===== src/rtl/fetch_pkg.sv =====
// Shared definitions for the instruction fetch unit: FSM encoding, PC defaults and branch opcode.
package fetch_pkg;

  localparam logic [1:0] ST_FETCH   = 2'd0;
  localparam logic [1:0] ST_HOLD    = 2'd1;
  localparam logic [1:0] ST_BR_WAIT = 2'd2;

  localparam logic [31:0] RESET_PC_DEFAULT = 32'h0000_0000;
  localparam int unsigned PC_STEP_DEFAULT  = 4;

  localparam logic [1:0] OPC_BRANCH = 2'b11;

  function automatic logic is_branch(input logic [31:0] instr);
    return instr[31:30] == OPC_BRANCH;
  endfunction

endpackage


===== src/rtl/fetch_pc.sv =====
// Program counter register with its next-PC selection: reset, redirect, sequential increment or hold.
module fetch_pc
  import fetch_pkg::*;
#(
  parameter logic [31:0] RESET_PC = RESET_PC_DEFAULT,
  parameter int unsigned PC_STEP  = PC_STEP_DEFAULT
) (
  input  logic        clk,
  input  logic        rst,
  input  logic        redirect,
  input  logic [31:0] redirect_pc,
  input  logic        advance,
  output logic [31:0] pc
);

  logic [31:0] pc_d;
  logic [31:0] pc_q;

  // Redirect outranks the increment so a flush never lets a stale fetch move the PC.
  always_comb begin
    pc_d = pc_q;
    if (redirect) begin
      pc_d = redirect_pc;
    end else if (advance) begin
      pc_d = pc_q + 32'(PC_STEP);
    end
  end

  always_ff @(posedge clk) begin
    if (rst) begin
      pc_q <= RESET_PC;
    end else begin
      pc_q <= pc_d;
    end
  end

  assign pc = pc_q;

endmodule


===== src/rtl/instr_fetch.sv =====
// Instruction fetch FSM: requests one word, holds it for decode, then fetches the next.
// Optional macro BRANCH_STALL_EN adds a BR_WAIT stall after delivering a branch opcode.
module instr_fetch
  import fetch_pkg::*;
#(
  parameter logic [31:0] RESET_PC = RESET_PC_DEFAULT,
  parameter int unsigned PC_STEP  = PC_STEP_DEFAULT
) (
  input  logic        clk,
  input  logic        rst,
  output logic        imem_req,
  output logic [31:0] imem_addr,
  input  logic        imem_ack,
  input  logic [31:0] imem_rdata,
  input  logic        redirect,
  input  logic [31:0] redirect_pc,
  input  logic        branch_resolved,
  output logic        out_valid,
  input  logic        out_ready,
  output logic [31:0] out_instruction,
  output logic [31:0] out_pc
);

  logic [1:0]  state_d, state_q;
  logic        out_valid_d, out_valid_q;
  logic [31:0] out_instruction_d, out_instruction_q;
  logic [31:0] out_pc_d, out_pc_q;
  logic [31:0] pc;
  logic        accept;

`ifndef BRANCH_STALL_EN
  logic unused_branch_resolved;
  assign unused_branch_resolved = branch_resolved;
`endif

  // The request drops for a redirect cycle so a coincident ack can never be taken.
  assign imem_req  = !rst && !redirect && (state_q == ST_FETCH);
  assign imem_addr = pc;
  assign accept    = imem_req && imem_ack;

  fetch_pc #(
    .RESET_PC (RESET_PC),
    .PC_STEP  (PC_STEP)
  ) u_fetch_pc (
    .clk         (clk),
    .rst         (rst),
    .redirect    (redirect),
    .redirect_pc (redirect_pc),
    .advance     (accept),
    .pc          (pc)
  );

  always_comb begin
    state_d           = state_q;
    out_valid_d       = out_valid_q;
    out_instruction_d = out_instruction_q;
    out_pc_d          = out_pc_q;

    case (state_q)
      ST_FETCH: begin
        if (accept) begin
          out_instruction_d = imem_rdata;
          out_pc_d          = pc;
          out_valid_d       = 1'b1;
          state_d           = ST_HOLD;
        end
      end
      ST_HOLD: begin
        if (out_ready) begin
          out_valid_d = 1'b0;
          state_d     = ST_FETCH;
`ifdef BRANCH_STALL_EN
          if (is_branch(out_instruction_q)) begin
            state_d = ST_BR_WAIT;
          end
`endif
        end
      end
`ifdef BRANCH_STALL_EN
      ST_BR_WAIT: begin
        if (branch_resolved) begin
          state_d = ST_FETCH;
        end
      end
`endif
      default: state_d = ST_FETCH;
    endcase

    // A redirect wins over everything, including a handshake already in progress.
    if (redirect) begin
      out_valid_d = 1'b0;
      state_d     = ST_FETCH;
    end
  end

  always_ff @(posedge clk) begin
    if (rst) begin
      state_q           <= ST_FETCH;
      out_valid_q       <= 1'b0;
      out_instruction_q <= 32'h0;
      out_pc_q          <= 32'h0;
    end else begin
      state_q           <= state_d;
      out_valid_q       <= out_valid_d;
      out_instruction_q <= out_instruction_d;
      out_pc_q          <= out_pc_d;
    end
  end

  assign out_valid       = out_valid_q;
  assign out_instruction = out_instruction_q;
  assign out_pc          = out_pc_q;

endmodule


===== config.mk =====
export PLATFORM = sky130hd
export DESIGN_NAME = instr_fetch
export DESIGN_NICKNAME = d
export VERILOG_FILES = /design/src/rtl/fetch_pkg.sv /design/src/rtl/fetch_pc.sv /design/src/rtl/instr_fetch.sv
export SDC_FILE = /design/constraint.sdc
export NUM_CORES = 1
export LEC_CHECK = 0
export ABC_AREA = 1
export BUFFER_PORTS_ARGS = -buffer_cell sky130_fd_sc_hd__buf_2
export CAP_MARGIN = 20
export CORE_MARGIN = 1
export CORE_UTILIZATION = 40
export CTS_CLUSTER_SIZE = 28
export DETAILED_ROUTE_END_ITERATION = 6
export GPL_TIMING_DRIVEN = 0
export PLACE_DENSITY = 0.73
export SYNTH_ARGS = -nofsm -noshare
export SYNTH_HDL_FRONTEND = slang
export SYNTH_SLANG_ARGS = --single-unit

===== constraint.sdc =====
create_clock -name clk -period 2.6 [get_ports clk]
set_input_delay 0.39 -clock clk [delete_from_list [all_inputs] [get_ports clk]]
set_output_delay 0.39 -clock clk [all_outputs]
set_load 0.05 [all_outputs]

==> results of run 1 <==
[worst max-delay path, stage by stage, from the launching register on]
cell and delay [ns]:
dfxtp_1 0.44, nand3_1 0.14, nor2_1 0.21, nand2_1 0.20
nor2_2 0.26, nand2_1 0.08, nand2_1 0.06, nand3b_1 0.07
nand2_1 0.06, inv_1 0.04
[report_power, final]
group	internal, mW	switching [mW]	leakage [nW]
sequential	1.55	0.0630	0.792
combinational	0.159	0.429	1.80
clock	0.943	0.596	0.170
total	2.65	1.09	2.76
[metal layers]
layer | vias up | part of all wire (%) | track usage [%]
li1 | 2485 | - | -
met1 | 2158 | 45 | 31.8
met2 | 178 | 47 | 38.9
met3 | 13 | 7.4 | 5.24
met4 | 0 | 1.0 | 6.37
met5 | - | 0 | 0
[placed cells by master, fill, tap and decap left out]
master     count
dfxtp_1       97
a21oi_1       71
inv_1         71
nor2_1        61
nand4_1       10
inv_6          1
o31ai_1        1
nand3b_1       2
clkinv_1       2
o21ai_0       33
bufinv_16      3
or2_2          2
nor2_4         3
nand2_2        1
buf_4          4
o211ai_1       1
a21boi_0       2
clkinv_4       1
ha_1           1
nand3_4        1
buf_2        178
clkinv_2       2
inv_2          2
a211oi_1       9
nor2_2         7
buf_6          3
nand3_1       38
clkbuf_16      9
clkbuf_1      12
nand2_4        2
a31oi_1        7
nand2_1      215
[kinds of logic (layout without fill, tap and decap cells)]
logic type,Yosys count,after routing,synth area share (%)
AND/OR/NAND/NOR,342,342,31.9
AO/OA/AOI/OAI,124,124,14.7
buffers and inverters,108,288,10.2
flip-flops,97,97,43.0
adder cells (fa/ha/maj),1,1,0.277
[flip-flops by register name, summed over array words and instances, names as in the netlist]
register	flops
out_instruction	32
out_pc	32
out_valid	1
u_fetch_pc.pc	32
[stage by stage]
step                      power [mW]  hold WS, ns  util (%)  area (µm²)
after floorplan                 2.04        0.490         -        4520
after global placement          2.23        0.448      50.4        5510
after detailed placement        2.23        0.452      50.4        5510
after CTS                       3.76        0.218      53.5        5860
after global routing            3.86        0.226      53.5        5860
final                           3.74        0.226      53.5        5860
[area by class of cell]
class | instances | area [µm²]
Buffer | 33 | 179
Clock buffer | 9 | 225
Clock inverter | 7 | 118
Fill cell | 1107 | 5080
Inverter | 75 | 282
Multi-Input combinational cell | 467 | 2110
Sequential cell | 97 | 1940
Tap cell | 140 | 175
Timing Repair Buffer | 164 | 821
[final timing paths]
path              slack [ns]                               to  cells after the start                             from
hold / removal          0.23           out_valid$_SDFFE_PP0P_                      2                        out_ready
setup reg to reg        0.94   u_fetch_pc.pc[21]$_SDFFE_PP0P_                      9    u_fetch_pc.pc[4]$_SDFFE_PP0P_
setup / recovery        0.94   u_fetch_pc.pc[21]$_SDFFE_PP0P_                      9    u_fetch_pc.pc[4]$_SDFFE_PP0P_
hold reg to reg         0.46  out_instruction[0]$_SDFFE_PP0P_                      2  out_instruction[0]$_SDFFE_PP0P_
==> flow_summary.json, run 1 <==
{
  "synthArstFlopShare_pct": 0,
  "end_kind": "register",
  "synthesis.nets": 743,
  "synth_area_per_cell_um2": 6.72,
  "pin_count": 168,
  "yosysSeqAreaShare_pct": 43.0,
  "drtIter0Drc": 311,
  "synth_flop_cell": "dfxtp_1",
  "dr_total_vias": 4834,
  "first_pass_iters": 5,
  "synth_common_cells": "215 x nand2_1, 97 x dfxtp_1, 71 x a21oi_1, 71 x inv_1, 61 x nor2_1",
  "ant_nets": 0,
  "synthMostInstantiatedCell": "nand2_1",
  "post_cts_resized": 0,
  "die_w_um": 108,
  "ir_worst_vdd_v": 0.000539,
  "relSlewSlack_pct": 58.7,
  "drv_slew": 0,
  "yosysWarnings": 0,
  "min_path_type": "in2reg",
  "antenna_found_initial": 0,
  "nNetsFinal": 918,
  "path_max_fanout": 7,
  "cts.clk_slew.worst_paths_ns": 0.07,
  "clk_latency_ns": 0.35,
  "grt_pass1_wl_um": 21400,
  "syn_area_um2": 4520,
  "dp_hpwl_um": 10300,
  "rsz0062_at_grt": "false",
  "status": "complete, no violations",
  "synth_top_area_cell": "dfxtp_1",
  "maxCapViolations": 0,
  "drive_gt1_share_pct": 25.7,
  "clock_sink_count": 97,
  "finalHoldViolations": 0,
  "pre_cts_ws_ns": 0.819,
  "h-tree-depth": 3,
  "fin_worst_skew_ns": 0.00867,
  "period_needed_ns": 1.66,
  "wirelength_um": 13800,
  "setup_violations": 0,
  "crit_type": "reg2reg",
  "power.density_nw_per_um2": 638,
  "yosysUniqueCellTypes": 27,
  "min_period_over_period_pct": 63.9,
  "drc": 0,
  "cp-start-kind": "register",
  "dpl.cell_count": 976,
  "rows": 38,
  "cts_root_buf": "clkbuf_16",
  "area_delta_synth_final_pct": 29.6,
  "cts_buffers": 9,
  "die_h_um": 108,
  "cts_setup_buffers": 0,
  "fin_setup_tns_ns": 0,
  "worst_pin_slew_ns": 0.620,
  "core-area_um2": 10900,
  "p_leak_nw": 2.76,
  "netlist_instances": 672,
  "die_area_um2": 11700,
  "portBuffers": 164,
  "cts_buffer_depth": 2,
  "synthTopCellsByArea": "dfxtp_1 43%, nand2_1 18%, a21oi_1 7.9%",
  "hold_buffers": 0,
  "grt_start_max_net_pins": 17,
  "place_congestion": 0.887,
  "antennaDiodeCount": 0,
  "routedWlPerCell_um": 13.9,
  "initial_core_util_pct": 41.3,
  "synth_edf_count": 0,
  "synth_seq_cells": 97,
  "grt_pass1_vias": 4297,
  "worst_slack_ns": 0.937,
  "netlist.area_leader.share_pct": 43.0,
  "timing.fmax_mhz": 601,
  "viasPerCell": 4.87,
  "grt_overflow_total": 0,
  "cts_tree": "done",
  "finalNonFillerCells": 992,
  "grt_usage_pct": 23.9,
  "cp.arrival_ns": 1.91,
  "crit_required_ns": 2.85
}
No activity file was read; power rests on OpenSTA's default activity.
==> run 2: changes to the inputs <==
==> constraint.sdc (replaced) <==
create_clock -name clk -period 1.6 [get_ports clk]
set_input_delay 0.24 -clock clk [delete_from_list [all_inputs] [get_ports clk]]
set_output_delay 0.24 -clock clk [all_outputs]
set_load 0.05 [all_outputs]
==> flow_summary.json, run 2 (same netlist as run 1, synthesis figures left out) <==
{
  "status": "complete, no violations",
  "final_cell_mix": "213 x nand2_1, 178 x buf_2, 84 x dfxtp_1, 71 x inv_1, 71 x a21oi_1",
  "r2r_slack_ns": 0.1,
  "timing.fmax_mhz": 665,
  "drv_slew": 0,
  "cp.arrival_ns": 1.72,
  "place_congestion": 0.863,
  "maxCapViolations": 0,
  "viasPerCell": 4.95,
  "crit_required_ns": 1.81,
  "dr_total_vias": 4920,
  "drc": 0,
  "grt_pass1_wl_um": 21600,
  "relSlewSlack_pct": 52.4,
  "grt_pass1_vias": 4307,
  "hold_buffers": 0,
  "grt_start_max_net_pins": 17,
  "r2r_start": "u_fetch_pc.pc[3]$_SDFFE_PP0P_",
  "crit_path_end": "u_fetch_pc.pc[20]$_SDFFE_PP0P_",
  "portBuffers": 164,
  "antennaDiodeCount": 0,
  "ant_nets": 0,
  "dpl.cell_count": 976,
  "area_delta_synth_final_pct": 29.9,
  "initial_core_util_pct": 41.3,
  "timing.rr.end": "u_fetch_pc.pc[20]$_SDFFE_PP0P_",
  "dp_hpwl_um": 10400,
  "die_w_um": 108,
  "cp-start-kind": "register",
  "holdWs_ns": 0.0698,
  "first_pass_iters": 5,
  "r2r_cells": 8,
  "nNetsFinal": 919,
  "crit_type": "reg2reg",
  "critPathLaunch": "u_fetch_pc.pc[3]$_SDFFE_PP0P_",
  "core-area_um2": 10900,
  "cts_root_buf": "clkbuf_16",
  "rsz0062_at_grt": "true",
  "finalHoldViolations": 0,
  "power.density_nw_per_um2": 989,
  "clock_sink_count": 97,
  "wirelength_um": 14100,
  "grt_usage_pct": 24.0,
  "layout_commonest_cell": "nand2_1",
  "period_needed_ns": 1.50,
  "min_path_type": "in2reg",
  "setup_violations": 0,
  "ir_worst_vdd_v": 0.000568,
  "worst_pin_slew_ns": 0.714,
  "end_kind": "register",
  "min_from": "out_ready",
  "die_area_um2": 11700,
  "cts_buffer_depth": 2,
  "cts.clk_slew.worst_paths_ns": 0.07,
  "grt_overflow_total": 0,
  "h-tree-depth": 3,
  "pin_count": 168,
  "rows": 38,
  "routedWlPerCell_um": 14.2,
  "clk_latency_ns": 0.34,
  "die_h_um": 108,
  "post_cts_resized": 0,
  "p_leak_nw": 2.74,
  "drive_gt1_share_pct": 27.8,
  "cts_setup_buffers": 0,
  "drtIter0Drc": 325,
  "antenna_found_initial": 0,
  "min_period_over_period_pct": 94.0,
  "finalNonFillerCells": 993,
  "cts_tree": "done",
  "path_max_fanout": 7,
  "fin_worst_skew_ns": 0.00616,
  "cts_buffers": 9
}
-- run 2: cell count changes in the layout (fill, tap and decap cells not counted), sizes merged --
cell | before | now
clkinvlp | 0 | 3
bufinv | 3 | 1
clkinv | 5 | 3
clkbuf | 21 | 22
nor2 | 71 | 72
-- run 2: worst min-delay path by stage --
stage	slack (ns)	cells after the start	to
floorplan	0.34	1	out_valid$_SDFFE_PP0P_
global placement	0.43	2	out_valid$_SDFFE_PP0P_
detailed placement	0.43	2	out_valid$_SDFFE_PP0P_
CTS	0.07	2	out_valid$_SDFFE_PP0P_
global route	0.09	2	out_valid$_SDFFE_PP0P_
finish	0.07	2	out_valid$_SDFFE_PP0P_
-- run 2: final cells by class --
type                    instances  area (µm²)
fillers                      1173        5070
multi-input cells             468        2150
flip-flops and latches         97        1960
repair buffers                164         821
inverters                      75         282
clock buffers                  10         239
plain buffers                  33         179
well taps                     140         175
clock inverters                 6        66.3
-- run 2: per-layer routing --
metal | part of all wire [%] | GRT usage, % | wire, µm | vias to the layer above
met3 | 7.6 | 5.18 | 1070 | 15
met5 | 0 | 0 | 0 | -
met2 | 46 | 38.4 | 6530 | 201
met1 | 45 | 32.5 | 6340 | 2205
li1 | - | - | - | 2499
met4 | 1.2 | 6.85 | 167 | 0
-- run 2: worst max-delay path: stages, from the launching register on --
cell	delay [ns]
dfxtp_4	0.38
ha_1	0.16
nand2_1	0.10
nor2_4	0.16
nand2_4	0.12
nor2_2	0.21
a21oi_1	0.09
nor2_1	0.11
nor2_1	0.04
-- run 2: per-stage QoR --
step / instance area [µm²] / setup WS (ns) / utilization, % / setup TNS (ns) / power (mW)
6_report: 5870 / 0.0958 / 53.7 / 0 / 5.80
5_1_grt: 5870 / -0.0133 / 53.7 / -0.0356 / 6.01
4_1_cts: 5830 / 0.0585 / 53.4 / 0 / 5.84
3_5_place_dp: 5530 / -0.0228 / 50.6 / -0.130 / 3.63
3_3_place_gp: 5530 / -0.0255 / 50.6 / -0.178 / 3.63
2_1_floorplan: 4530 / 0.00761 / - / 0 / 3.32
-- run 2: report_power, final --
part | leakage (nW) | switching, mW | internal (mW)
Sequential | 0.797 | 0.104 | 2.52
Combinational | 1.80 | 0.702 | 0.259
Clock | 0.141 | 0.959 | 1.26
Total | 2.74 | 1.76 | 4.04
==> run 3: changes to the inputs <==
--- a/config.mk
+++ b/config.mk
@@ -5,15 +5,15 @@
 export SDC_FILE = /design/constraint.sdc
 export NUM_CORES = 1
 export LEC_CHECK = 0
-export ABC_AREA = 1
 export BUFFER_PORTS_ARGS = -buffer_cell sky130_fd_sc_hd__buf_2
 export CAP_MARGIN = 20
 export CORE_MARGIN = 1
 export CORE_UTILIZATION = 40
 export CTS_CLUSTER_SIZE = 28
 export DETAILED_ROUTE_END_ITERATION = 6
+export GPL_ROUTABILITY_DRIVEN = 1
 export GPL_TIMING_DRIVEN = 0
-export PLACE_DENSITY = 0.73
+export PLACE_DENSITY = 0.74
 export SYNTH_ARGS = -nofsm -noshare
 export SYNTH_HDL_FRONTEND = slang
 export SYNTH_SLANG_ARGS = --single-unit
==> flow_summary.json, run 3 <==
{
  "status": "complete, but fails checks",
  "violations": "setup timing",
  "synth_top_area_cell": "dfxtp_1",
  "portBuffers": 166,
  "antennaDiodeCount": 0,
  "viasPerCell": 5.47,
  "ir_worst_vdd_v": 0.000496,
  "final_cell_mix": "166 x buf_2, 82 x nand2_1, 75 x dfxtp_1, 64 x nand2_4, 64 x a21oi_2",
  "use_met3_pct": 6.59,
  "drv_slew": 0,
  "crit_type": "reg2reg",
  "cp_common_cell": "buf_4",
  "grt_usage_pct": 28.3,
  "p_leak_nw": 2.98,
  "antenna_found_initial": 0,
  "cp.depth": 6,
  "synthAdderAreaFrac_pct": 0.305,
  "netlist_instances": 523,
  "syn_area_um2": 4100,
  "synthMostInstantiatedCell": "nand2_1",
  "grt_pass1_vias": 4611,
  "crit_required_ns": 1.87,
  "synth_top_family_by_area": "simple AND/OR/NAND/NOR gates",
  "pin_count": 168,
  "die_h_um": 103,
  "synth_common_cells": "147 x nand2_1, 97 x dfxtp_1, 71 x a21oi_1, 37 x clkbuf_1, 29 x nor2_1",
  "grt_pass1_wl_um": 22800,
  "timing.fmax_mhz": 507,
  "crit_chain": "nand4_1, buf_4, or4_4, clkbuf_16, buf_4, o311a_1",
  "yosysUniqueCellTypes": 49,
  "cp-start-kind": "register",
  "synthesis.nets": 594,
  "grt_overflow_total": 0,
  "busiest_layer": "met2",
  "whs_endpoint": "out_valid$_SDFFE_PP0P_",
  "core-area_um2": 9860,
  "crit_family": "simple AND/OR/NAND/NOR gates",
  "cp.arrival_ns": 2.24,
  "netlist.area_leader.share_pct": 47.3,
  "rows": 36,
  "regArea_um2": 2020,
  "synthArstFlopShare_pct": 0,
  "post_dp_cell_area_um2": 5320,
  "drtIter0Drc": 301,
  "die_area_um2": 10700,
  "p_total_mw": 5.30,
  "min_from": "out_ready",
  "fillers": 710,
  "drc": 0,
  "setup_violations": 85,
  "die_w_um": 103,
  "min_path_cells": 2,
  "grt_start_max_net_pins": 17,
  "clk_latency_ns": 0.38,
  "rsz0062_at_grt": "true",
  "clock_sink_count": 97,
  "cts_buffer_depth": 2,
  "hold_buffers": 0,
  "multi_input_area_um2": 2940,
  "yosysWarnings": 0,
  "synthMuxAreaShare_pct": 0.488,
  "min_period_over_period_pct": 123,
  "synth_flop_cell": "dfxtp_1",
  "place_congestion": 0.858,
  "cts_root_buf": "clkbuf_8",
  "initial_core_util_pct": 41.6,
  "cts_buffers": 9,
  "finalHoldViolations": 0,
  "crit_slowest_cell": "or4_4",
  "yosysSeqAreaShare_pct": 47.3,
  "max_stage_delay_ns": 0.48,
  "layout_commonest_cell": "buf_2",
  "synthTopCellsByArea": "dfxtp_1 47%, nand2_1 13%, a21oi_1 8.7%",
  "r2r_slack_ns": -0.37,
  "end_kind": "register",
  "cts_tree": "done",
  "relSlewSlack_pct": 47.2,
  "h-tree-depth": 3,
  "synth_seq_cells": 97,
  "synth-simple-area-share_pct": 27.7,
  "worst-path-buf-inv": 3,
  "r2r_start": "u_fetch_pc.pc[10]$_SDFFE_PP0P_",
  "cts.clk_slew.worst_paths_ns": 0.09,
  "ant_nets": 0,
  "synthXorXnorAreaFrac_pct": 1.92,
  "holdWs_ns": 0.0697,
  "r2r_cells": 6,
  "period_needed_ns": 1.97,
  "nNetsFinal": 823,
  "synth_compound_gate_area_share_pct": 17.8,
  "worst_slack_ns": -0.372,
  "grt.met1_usage_pct": 33.2,
  "power.density_nw_per_um2": 744,
  "wirelength_um": 15900,
  "routedWlPerCell_um": 17.8,
  "synth_area_per_cell_um2": 7.84,
  "min_path_type": "in2reg",
  "design_area_um2": 7120,
  "first_pass_iters": 5,
  "timing.rr.end": "u_fetch_pc.pc[26]$_SDFFE_PP0P_",
  "area_delta_synth_final_pct": 73.4,
  "use_met2_pct": 47.7,
  "maxCapViolations": 0,
  "worst_pin_slew_ns": 0.793,
  "dp_hpwl_um": 9520,
  "fin_worst_skew_ns": 0.0138,
  "dr_total_vias": 4872,
  "synth_edf_count": 0,
  "drive_gt1_share_pct": 58.5,
  "path_max_fanout": 6
}
## run 3: changes by cell type after synthesis, sizes merged, moves of 5 or more
cell	delta
a311oi	+10
a31oi	-6
and3	+7
buf	-18
clkbuf	+25
inv	-65
nand2	-71
nand3	-25
nor2	-42
o21ai	-28
o31ai	+6
or4	+11
xor2	+5
## run 3: per-stage QoR
step	util, %	TNS [ns]	setup WS [ns]	instances
3_3_place_gp	53.9	-39.47	-0.665	822
6_report	72.1	-14.27	-0.372	890
4_1_cts	67.7	-12.52	-0.301	885
3_5_place_dp	53.9	-44.49	-0.698	822
2_1_floorplan	-	-7.42	-0.341	523
5_1_grt	72.1	-18.21	-0.420	890
## run 3: kinds of logic (layout without fill, tap and decap cells)
kind of cell	after synthesis	after routing
xor+xnor	9	9
flops	97	97
fa+ha+maj	1	1
compound gates	118	118
mux	2	2
simple gates	247	247
buf+inv	49	283
## run 3: worst reg2reg max path: stages, from the launching register on
cell       delay [ns]
dfxtp_4          0.36
nand4_1          0.19
buf_4            0.20
or4_4            0.48
clkbuf_16        0.20
buf_4            0.15
o311a_1          0.28
## run 3: timing repair
action / 4_1_cts / 5_1_grt
pin swaps: 102 / 17
setup endpoints to repair: 87 / 89
setup buffers: 41 / 7
cloned: 8 / 0
endpoints found under the hold margin: 0 / 0
resized for setup: 199 / 106
## run 3: cell type report
cell class,instances,area share [%]
multi-input cells,377,41.3
flip-flops and latches,97,28.3
repair buffers,221,19.8
plain buffers,37,5.42
well taps,133,2.34
clock buffers,11,1.85
inverters,9,0.475
clock inverters,5,0.457
## run 3: metal layers
metal,vias to the layer above,wire length [µm],part of all wire [%]
met3,38,1120,7.1
met5,-,0,0
met4,0,478,3.0
li1,2303,-,-
met2,221,8140,51
met1,2310,6130,39
## run 3: worst max path at each step
stage,startpoint,slack (ns),endpoint
after floorplan,out_valid$_SDFFE_PP0P_,-0.34,u_fetch_pc.pc[19]$_SDFFE_PP0P_
after global placement,rst,-0.66,imem_req
after detailed placement,rst,-0.70,imem_req
after CTS,out_valid$_SDFFE_PP0P_,-0.30,u_fetch_pc.pc[19]$_SDFFE_PP0P_
after global routing,u_fetch_pc.pc[7]$_SDFFE_PP0P_,-0.42,u_fetch_pc.pc[27]$_SDFFE_PP0P_
final,u_fetch_pc.pc[10]$_SDFFE_PP0P_,-0.37,u_fetch_pc.pc[26]$_SDFFE_PP0P_
## run 3: report_power, final
group	switching, mW	internal [mW]
combinational	0.779	0.433
sequential	0.121	2.50
clock	0.894	0.566
total	1.79	3.50
